### src/rtl/sat_counter.sv
// sat_counter: event counter that holds at all-ones instead of wrapping.
module sat_counter #(
    parameter int W = 16
) (
    input  logic         clk,
    input  logic         reset,
    input  logic         inc,
    output logic [W-1:0] q
);
    always_ff @(posedge clk or posedge reset)
        if (reset) q <= '0;
        else if (inc && q != '1) q <= q + 1'b1;
endmodule

### config.mk
export PLATFORM = sky130hd
export DESIGN_NAME = sat_counter
export DESIGN_NICKNAME = d
export VERILOG_FILES = /design/src/rtl/sat_counter.sv
export SDC_FILE = /design/constraint.sdc
export NUM_CORES = 1
export LEC_CHECK = 0
export CORE_MARGIN = 2
export CORE_UTILIZATION = 50
export CTS_BUF_LIST = sky130_fd_sc_hd__clkbuf_8
export DETAILED_ROUTE_END_ITERATION = 16
export PLACE_DENSITY_LB_ADDON = 0.1
export SETUP_SLACK_MARGIN = 0.1
export SYNTH_ARGS = -nofsm -noshare
export SYNTH_HDL_FRONTEND = slang
export SYNTH_SLANG_ARGS = --single-unit
### constraint.sdc
create_clock -name clk -period 1.7 [get_ports clk]
set_input_delay 0.425 -clock clk [delete_from_list [all_inputs] [get_ports clk]]
set_output_delay 0.425 -clock clk [all_outputs]
set_load 0.005 [all_outputs]
==> impl_metrics.yaml <==
global_routing:
  antenna_found_initial: 0
  grt_pass1_vias: 727
  grt_max_degree: 17
  grt_usage: 0.220
  grt_pass1_wl_um: 3110
  grt_overflow: 0
cells_and_area:
  final_cell_mix: "buf_4, dfrtp_1, clkdlybuf4s50_1, xnor2_1, nand3_1"
  drive_gt1_frac: 0.333
  reg_top3: "q: 16 flops"
  final_common_cell: "buf_4"
  largest_reg_flops: 16
  fin_area_um2: 1240
  fin_nets: 119
  antenna-diode-count: 0
  regMostFlops: "q"
  n_fill_cell: 96
  syn_to_final_growth_pct: 54.0
  fin_cells: 130
sta:
  final_max_slew_viol_count: 0
  layout_min_cycle_time_ns: 1.56
  maxSlewHeadroom: 0.789
  tightest_slew_ns: 0.314
  hold_violations: 0
  final.setup_skew_ns: 0.00138
  max_freq_ghz: 0.642
  timing.setup.tns_ns: 0
  post-route-period-util: 0.916
  setup_viol: 0
  rsz0062_at_grt: "false"
  whs_ns: 0.500
drt:
  drt_wl_total_um: 2120
  drt_iter0_drc: 23
  viasPerCell: 5.66
  wire_per_inst_um: 16.3
  drc: 0
  dr.pass1.iters: 4
  vias: 736
  ant_nets: 0
synth:
  synth.distinct_cells: 22
  synth.area.mux_share: 0.0404
  yosysTopAreaCellShare: 0.497
  synthXorXnorAreaFrac: 0.120
  yosysWarnings: 0
  synthCells: 71
  synth.avg_cell_area_um2: 11.3
  yosysSeqAreaShare: 0.497
  yosysTopAreaCell: "dfrtp_1"
  synth.area.top_cells: "dfrtp_1, xnor2_1, nand3_1"
  mappedNetlistNets: 75
  synth_compound_area_frac: 0.0217
  synth_fa_ha_area_frac: 0.0155
  synth_seq_cells: 16
  syn-cell-area_um2: 806
  yosys.area_share.simple: 0.301
  synth_top_family_by_area: "simple AND/OR/NAND/NOR gates"
setup_path:
  crit_start: "q[0]"
  cp-endpoint: "q[14]"
  crit_type: "flop to flop"
  reg2reg_from: "q[0]"
  worst-r2r-setup-slack_ns: 0.14
  startpoint_type: "flop"
  critical_path_peak_fanout: 4
  reg2reg_depth: 6
  cp_data_required_time_ns: 1.84
  end_kind: "flop"
  arrival_ns: 1.69
  r2r-end: "q[14]"
clock_network:
  insertion_delay_ns: 0.25
  cts_root_buf: "clkbuf_8"
  cts_made_buffers: 3
  path_clk_slew_ns: 0.06
  clk_path_buf_depth: 2
  cts_tree: "done"
  ctsHoldBuffers: 0
  clock_sinks: 16
  cts_max_level: 1
floorplanning:
  die_area_um2: 1950
  core_area_um2: 1510
  initial_core_util: 0.535
  dieWidth_um: 44.1
  num_rows: 14
  ioPinCount: 19
  die_h_um: 44.1
placement:
  dp_cells: 111
  hpwl_um: 1160
  dpl_cell_area_um2: 1050
  place_congestion: 0.724
  port_buffers: 18
power:
  peakVddDrop_mv: 1.15
  total_power_uw: 1480
  power-per-cell-area_nw_per_um2: 1190
  p_leak_uw: 0.000627
run_status:
  status: "finished clean"
worst_hold_path:
  holdCritPathClass: "input pin to asynchronous set/reset pin"
run:
  max_cap_viol_count: 0
[final cells by class]
type                    instances  area [um^2]  area share
inverters                       1         3.75     0.00302
repair buffers                 39          349       0.281
flip-flops and latches         16          404       0.326
clock buffers                   4         55.1      0.0444
multi-input cells              54          409       0.330
well taps                      16         20.0      0.0161
[critical path, cell delays in order, from the launching register on]
cell and delay [ns]:
dfrtp_1 0.35, buf_4 0.11, ha_2 0.19, and4_1 0.22
nand3_1 0.11, nor2_1 0.13, mux2_2 0.33
[stage by stage]
stage          utilization  setup WS (ns)
2_1_floorplan            -          0.176
3_3_place_gp         0.698         -0.141
3_5_place_dp         0.698         -0.182
4_1_cts              0.790         0.0790
5_1_grt              0.824          0.107
6_report             0.824          0.143
[report_power, final]
group / switching (uW) / total [uW] / internal (uW)
Clock: 133 / 339 / 205
Sequential: 70.3 / 540 / 470
Combinational: 248 / 599 / 351
Total: 452 / 1480 / 1030
[Yosys cell counts]
master	number
dfrtp_1	16
xnor2_1	11
nand3_1	7
nand2_1	6
nand4_1	5
and3_1	4
and4_1	3
nor2_1	3
a21oi_1	2
mux2_2	2
and2_1	1
and3_2	1
and4_2	1
ha_1	1
inv_1	1
mux2i_1	1
nand2_2	1
nand2b_1	1
nand4_2	1
nand4_4	1
nor4_4	1
o21a_1	1
[per-layer routing]
layer,up-vias,track usage,share of wire
li1,346,-,-
met1,371,0.293,0.43
met2,17,0.338,0.54
met3,2,0.0408,0.022
met4,0,0.121,0.0071
met5,-,0,0
[worst min-delay path by stage]
| stage | cells past startpoint | slack, ns | startpoint | endpoint |
|---|---|---|---|---|
| floorplan | 1 | 0.34 | reset | q[0] |
| global placement | 1 | 0.50 | q[15] | q[15] |
| detailed placement | 1 | 0.50 | q[15] | q[15] |
| CTS | 3 | 0.51 | reset | q[0] |
| global route | 1 | 0.53 | q[15] | q[15] |
| finish | 3 | 0.50 | reset | q[1] |
[what timing repair did]
action,in CTS,in global routing
gates resized for setup,5,7
buffers inserted,11,4
cloned,0,0
pin swaps,0,0
setup endpoints to repair,13,13
[kinds of logic after synthesis]
group | after synthesis
AOI/OAI and AO/OA | 3
DFF | 16
xor gates and xnor gates | 11
buffers and inverters | 1
muxes | 3
adders and majority gates | 1
and+or+nand+nor | 36
Power figures use the tool's default switching activity.
